File: src/rtl/nn_pkg.sv
// Shared definitions for the XOR-network inference sequencer:
// config register indices, FSM state type and the output threshold helper.
package nn_pkg;

  localparam logic [3:0] W11_IDX = 4'd0;
  localparam logic [3:0] W12_IDX = 4'd1;
  localparam logic [3:0] W21_IDX = 4'd2;
  localparam logic [3:0] W22_IDX = 4'd3;
  localparam logic [3:0] B1_IDX  = 4'd4;
  localparam logic [3:0] B2_IDX  = 4'd5;
  localparam logic [3:0] W31_IDX = 4'd6;
  localparam logic [3:0] W32_IDX = 4'd7;
  localparam logic [3:0] B3_IDX  = 4'd8;
  localparam int NUM_CFG_REGS = 9;

  typedef enum logic [1:0] {
    ST_IDLE,
    ST_SETTLE,
    ST_CAPTURE,
    ST_HOLD
  } state_t;

  // True when the FP value (zero-extended into 64 bits) is >= 0.5 and not NaN.
  function automatic logic fp_ge_half(input logic [63:0] value, input int exp_w, input int frac_w);
    logic [63:0] exp_mask;
    logic [63:0] frac_mask;
    logic [63:0] exp_f;
    logic [63:0] frac_f;
    logic        sign;
    logic        is_nan;
    exp_mask  = (64'd1 << exp_w) - 64'd1;
    frac_mask = (64'd1 << frac_w) - 64'd1;
    exp_f     = (value >> frac_w) & exp_mask;
    frac_f    = value & frac_mask;
    sign      = |((value >> (exp_w + frac_w)) & 64'd1);
    is_nan    = (exp_f == exp_mask) && (frac_f != 64'd0);
    return !sign && (exp_f >= ((64'd1 << (exp_w - 1)) - 64'd2)) && !is_nan;
  endfunction

endpackage

File: src/rtl/nn_cfg_regbank.sv
// Weight/bias register bank: address-checked writes, gated by the sequencer,
// with a registered one-cycle error pulse for rejected writes.
module nn_cfg_regbank
  import nn_pkg::*;
#(
  parameter int FW = 32
) (
  input  logic                       clk,
  input  logic                       rst_l,
  input  logic                       cfg_we,
  input  logic [3:0]                 cfg_addr,
  input  logic [FW-1:0]              cfg_wdata,
  input  logic                       wr_allow,
  output logic                       cfg_err,
  output logic [NUM_CFG_REGS*FW-1:0] weights
);

  logic [FW-1:0] regs [NUM_CFG_REGS];
  logic          addr_ok;
  logic          wr_take;

  assign addr_ok = (cfg_addr <= B3_IDX);
  assign wr_take = cfg_we && wr_allow && addr_ok;

  always_ff @(posedge clk) begin
    if (rst_l) begin
      for (int k = 0; k < NUM_CFG_REGS; k++) regs[k] <= '0;
      cfg_err <= 1'b0;
    end else begin
      cfg_err <= cfg_we && !wr_take;
      for (int k = 0; k < NUM_CFG_REGS; k++)
        if (wr_take && (cfg_addr == 4'(k))) regs[k] <= cfg_wdata;
    end
  end

  for (genvar k = 0; k < NUM_CFG_REGS; k++) begin : g_pack
    assign weights[k*FW +: FW] = regs[k];
  end

endmodule

File: src/rtl/nn_infer_sequencer.sv
// Transaction controller around the 2-2-1 XOR network: launches a sample,
// waits a fixed settle time, captures and thresholds the result.
//   state   | meaning
//   IDLE    | ready for a sample; config writes allowed
//   SETTLE  | operands held, counting down settle time
//   CAPTURE | register network output, flags and decision
//   HOLD    | result presented until out_ready
module nn_infer_sequencer
  import nn_pkg::*;
#(
  parameter  int exp_width     = 8,
  parameter  int mant_width    = 24,
  parameter  int SETTLE_CYCLES = 8,
  localparam int FW            = exp_width + mant_width
) (
  input  logic                       clk,
  input  logic                       rst_l,
  input  logic                       cfg_we,
  input  logic [3:0]                 cfg_addr,
  input  logic [FW-1:0]              cfg_wdata,
  output logic                       cfg_err,
  input  logic                       in_valid,
  output logic                       in_ready,
  input  logic [FW-1:0]              in_a,
  input  logic [FW-1:0]              in_b,
  input  logic [2:0]                 in_round_mode,
  output logic [NUM_CFG_REGS*FW-1:0] nn_weights,
  output logic [FW-1:0]              nn_a,
  output logic [FW-1:0]              nn_b,
  output logic [2:0]                 nn_round_mode,
  input  logic [FW-1:0]              nn_xor_output,
  input  logic [4:0]                 nn_exceptions,
  output logic                       out_valid,
  input  logic                       out_ready,
  output logic [FW-1:0]              out_value,
  output logic                       out_bit,
  output logic [4:0]                 out_exc,
  output logic                       busy
);

  state_t     state;
  state_t     state_next;
  logic [7:0] cnt;

  // Writes are only taken in IDLE so weights never move under a live sample.
  nn_cfg_regbank #(.FW(FW)) u_regbank (
    .clk       (clk),
    .rst_l     (rst_l),
    .cfg_we    (cfg_we),
    .cfg_addr  (cfg_addr),
    .cfg_wdata (cfg_wdata),
    .wr_allow  (state == ST_IDLE),
    .cfg_err   (cfg_err),
    .weights   (nn_weights)
  );

  always_ff @(posedge clk) begin
    if (rst_l) state <= ST_IDLE;
    else       state <= state_next;
  end

  always_comb begin
    state_next = state;
    case (state)
      ST_IDLE:    if (in_valid) state_next = ST_SETTLE;
      ST_SETTLE:  if (cnt == 8'd0) state_next = ST_CAPTURE;
      ST_CAPTURE: state_next = ST_HOLD;
      ST_HOLD:    if (out_ready) state_next = ST_IDLE;
      default:    state_next = ST_IDLE;
    endcase
  end

  always_ff @(posedge clk) begin
    if (rst_l) begin
      cnt           <= '0;
      nn_a          <= '0;
      nn_b          <= '0;
      nn_round_mode <= '0;
      out_value     <= '0;
      out_exc       <= '0;
      out_bit       <= 1'b0;
    end else begin
      if (state == ST_IDLE && in_valid) begin
        nn_a          <= in_a;
        nn_b          <= in_b;
        nn_round_mode <= in_round_mode;
        cnt           <= 8'(SETTLE_CYCLES - 1);
      end
      if (state == ST_SETTLE && cnt != 8'd0) cnt <= cnt - 8'd1;
      if (state == ST_CAPTURE) begin
        out_value <= nn_xor_output;
        out_exc   <= nn_exceptions;
        out_bit   <= fp_ge_half(64'(nn_xor_output), exp_width, mant_width - 1);
      end
    end
  end

  assign in_ready  = (state == ST_IDLE);
  assign out_valid = (state == ST_HOLD);
  assign busy      = (state != ST_IDLE);

endmodule

File: config.mk
export PLATFORM = sky130hd
export DESIGN_NAME = nn_infer_sequencer
export DESIGN_NICKNAME = d
export VERILOG_FILES = /design/src/rtl/nn_pkg.sv /design/src/rtl/nn_cfg_regbank.sv /design/src/rtl/nn_infer_sequencer.sv
export SDC_FILE = /design/constraint.sdc
export NUM_CORES = 1
export LEC_CHECK = 0
export ABC_AREA = 0
export CAP_MARGIN = 5
export CORE_AREA = 4 4 210 212
export DETAILED_ROUTE_END_ITERATION = 10
export DIE_AREA = 0 0 214 216
export HOLD_SLACK_MARGIN = 0.12
export RECOVER_POWER = 50
export SETUP_SLACK_MARGIN = 0.2
export SYNTH_ARGS = -nofsm -noshare
export SYNTH_HDL_FRONTEND = slang
export SYNTH_SLANG_ARGS = --single-unit
File: constraint.sdc
create_clock -name clk -period 2.5 [get_ports clk]
set_input_delay 0.5 -clock clk [delete_from_list [all_inputs] [get_ports clk]]
set_output_delay 0.5 -clock clk [all_outputs]
set_load 0.02 [all_outputs]
==> flow_summary.toml <==
[floorplanning]
die_w_um = 214
core_mm2 = 0.0419
io_pins = 542
rows = 75
die_h_um = 216
die_area_mm2 = 0.0462
start_util = 0.318

[sta]
finalSetupTns_ps = 0
setup_viol = 0
slew_viol_final = 0
post-route-period-util = 0.890
timing.fmax_ghz = 0.449
hold_viol = 0
rsz0062_at_grt = "no"
worst_slew_pin_slew_ps = 1070
skew_ps = 11.5
relSlewSlack = 0.290
fin_crit_ps = 2230
setup_ws_ps = 274

[final_layout]
stdcell_area_mm2 = 0.0209
drive_above_1_share = 0.0633
fin_nets = 1577
area_delta_synth_final_pct = 56.4

[global_route]
grt_max_degree = 96
antenna_found_initial = 3
grt_pass1_vias = 9351
grt_pass1_wl_mm = 64.4
grt_usage = 0.187
grt-ovfl-total = 0

[placed_design]
dp_hpwl_mm = 32.3
port_buffers = 541
gp_congestion = 0.821
pre_cts_ws_ps = 118
place_area_mm2 = 0.0196

[power]
vdd_drop_max_mv = 0.443
power_density_mw_per_mm2 = 864
static-leakage-power_nw = 8.12

[detailed_routing]
vias_per_cell = 4.60
wirelength_mm = 45.1
ant_nets = 0
firstDrtPassIters = 5
wl_per_cell_um = 22.6
drcViolationCount = 0
vias = 9170
drtIter0Drc = 442

[logic_synthesis]
synth_top_family_by_area = "simple AND/OR/NAND/NOR gates"
yosys_warnings = 0
synth_area_mm2 = 0.0133
synth-compound-area-share = 0.0379
async_flop_share = 0
ys_seq_elements = 404
syn_area_per_cell_um2 = 15.6
synth-edff-count = 288
synth_xor_area_frac = 0
syn_nets = 1009
dominantRegCellSynth = "edfxtp_1"
yosysSeqAreaShare = 0.822
muxShareOfSynthArea = 0.0285
synth.distinct_cells = 40
synthAdderAreaFrac = 0.00656
synth-simple-area-share = 0.0910
netlist_instances = 857

[cts]
cts_buffers = 42
cts.sinks = 404
root_buffer = "clkbuf_16"
cts_tree = "built"
clock_latency_ps = 540
cts-htree-levels = 2
cts.path.max_buffers = 3
clk_pin_slew_ps = 50
postCtsHoldBufs = 0

[critical_path]
rr_worst_depth = 4
critPathKind = "reg2out"
cp.required_ps = 2000
cp-end-kind = "primary output"
crit_fanout = 5
worst_setup_path_start_kind = "register"
crit_arrival_ps = 1730

[run]
max-cap-violations = 0

[min_path]
min_path_type = "in2reg"
hold_depth = 2

[run_status]
outcome = "complete, no violations"
## cell usage after synthesis, types with 2 or more instances
library cell	count	area (µm²)
dfxtp_1	116	2320
inv_1	9	33.8
a21oi_1	68	340
nor2_1	44	165
nor4_1	6	37.5
mux2i_1	38	380
ha_1	7	87.6
nand2b_1	3	18.8
edfxtp_1	288	8650
nand4_1	5	31.3
a211oi_1	2	15.0
nor3b_1	3	22.5
buf_1	6	22.5
nor3_1	8	40.0
o21ai_0	2	10.0
nand3_1	2	10.0
clkbuf_1	29	109
and2_1	33	206
o211a_1	3	30.0
nand2_1	160	601
buf_2	3	15.0
nor2b_1	2	12.5
o221ai_1	2	17.5
a41o_1	2	20.0
## kinds of logic (layout without fill, tap and decap cells)
logic type / after synthesis / in the layout
adder cells (fa/ha/maj): 7 / 7
multiplexers: 38 / 38
AND/OR/NAND/NOR: 274 / 274
flip-flops: 404 / 404
AO/OA/AOI/OAI: 86 / 86
buffers and inverters: 48 / 645
other: 0 / 1
## what timing repair did
item,in CTS,in global routing
setup buffers,0,0
endpoints found under the setup margin,3,3
gates resized for setup,3,6
## flip-flops by register name (all words and copies together), names as in the netlist
register and cells:
out_value 32, out_exc 5, cnt 8, u_regbank.regs 288, nn_b 32, state 2
u_regbank.cfg_err 1, out_bit 1, nn_round_mode 3, nn_a 32
## per-layer routing
| layer | wire, µm | track usage | share of wire | up-vias |
|---|---|---|---|---|
| met5 | 35 | 0 | 0.00078 | - |
| met3 | 4730 | 0.0796 | 0.10 | 54 |
| met1 | 16700 | 0.211 | 0.37 | 4439 |
| met2 | 22700 | 0.331 | 0.50 | 463 |
| met4 | 875 | 0.0441 | 0.019 | 6 |
| li1 | - | - | - | 4208 |
## through the flow
step           instances  utilization  hold WS (ps)  total power [mW]
6_report            1994        0.498           315              18.0
3_5_place_dp        1920        0.468           446              12.7
4_1_cts             1993        0.498           270              18.6
5_1_grt             1993        0.498           298              18.9
2_1_floorplan        857            -           468              10.4
3_3_place_gp        1920        0.468           441              12.7
## worst max-delay path, cell delays in order, from the launching register on
cell	delay, ps
dfxtp_1	390
inv_1	100
ha_1	290
inv_1	180
clkbuf_2	210
## path summary, 6_finish.rpt
| check | from | endpoint | slack, ps |
|---|---|---|---|
| worst max-delay path | state[0] | busy | 270 |
| worst min-delay path | rst_l | out_value[30] | 310 |
| worst max register to register | cnt[3] | cnt[2] | 330 |
| worst min register to register | nn_b[5] | nn_b[5] | 450 |
## cells in the final DEF (no fill, tap or decap), types with 5 or more instances in the layout
| cell type | count |
|---|---|
| nand2_1 | 152 |
| and2_1 | 23 |
| clkdlybuf4s50_1 | 184 |
| buf_4 | 7 |
| inv_1 | 9 |
| mux2i_1 | 38 |
| nand2_2 | 8 |
| nor4_1 | 6 |
| nor2_1 | 44 |
| and2_0 | 9 |
| nand4_1 | 5 |
| ha_1 | 7 |
| clkbuf_1 | 12 |
| a21oi_1 | 68 |
| nor3_1 | 8 |
| dfxtp_1 | 116 |
| edfxtp_1 | 288 |
| buf_12 | 12 |
| clkinv_1 | 9 |
| clkbuf_16 | 44 |
| dlygate4sd3_1 | 353 |
## where the power goes
part           switching [mW]  internal, mW
Sequential              0.367          7.98
Clock                    2.46          3.35
Combinational            2.28          1.60
Total                    5.11          12.9
## final cells by class
type	count	area (µm²)
inverters	10	37.5
well taps	539	674
diodes	1	2.50
fillers	3574	21100
multi-input cells	405	2210
clock inverters	17	116
clock buffers	56	1160
repair buffers	562	5700
flip-flops and latches	404	11000
Note: power is estimated with default switching activity, not from simulation.
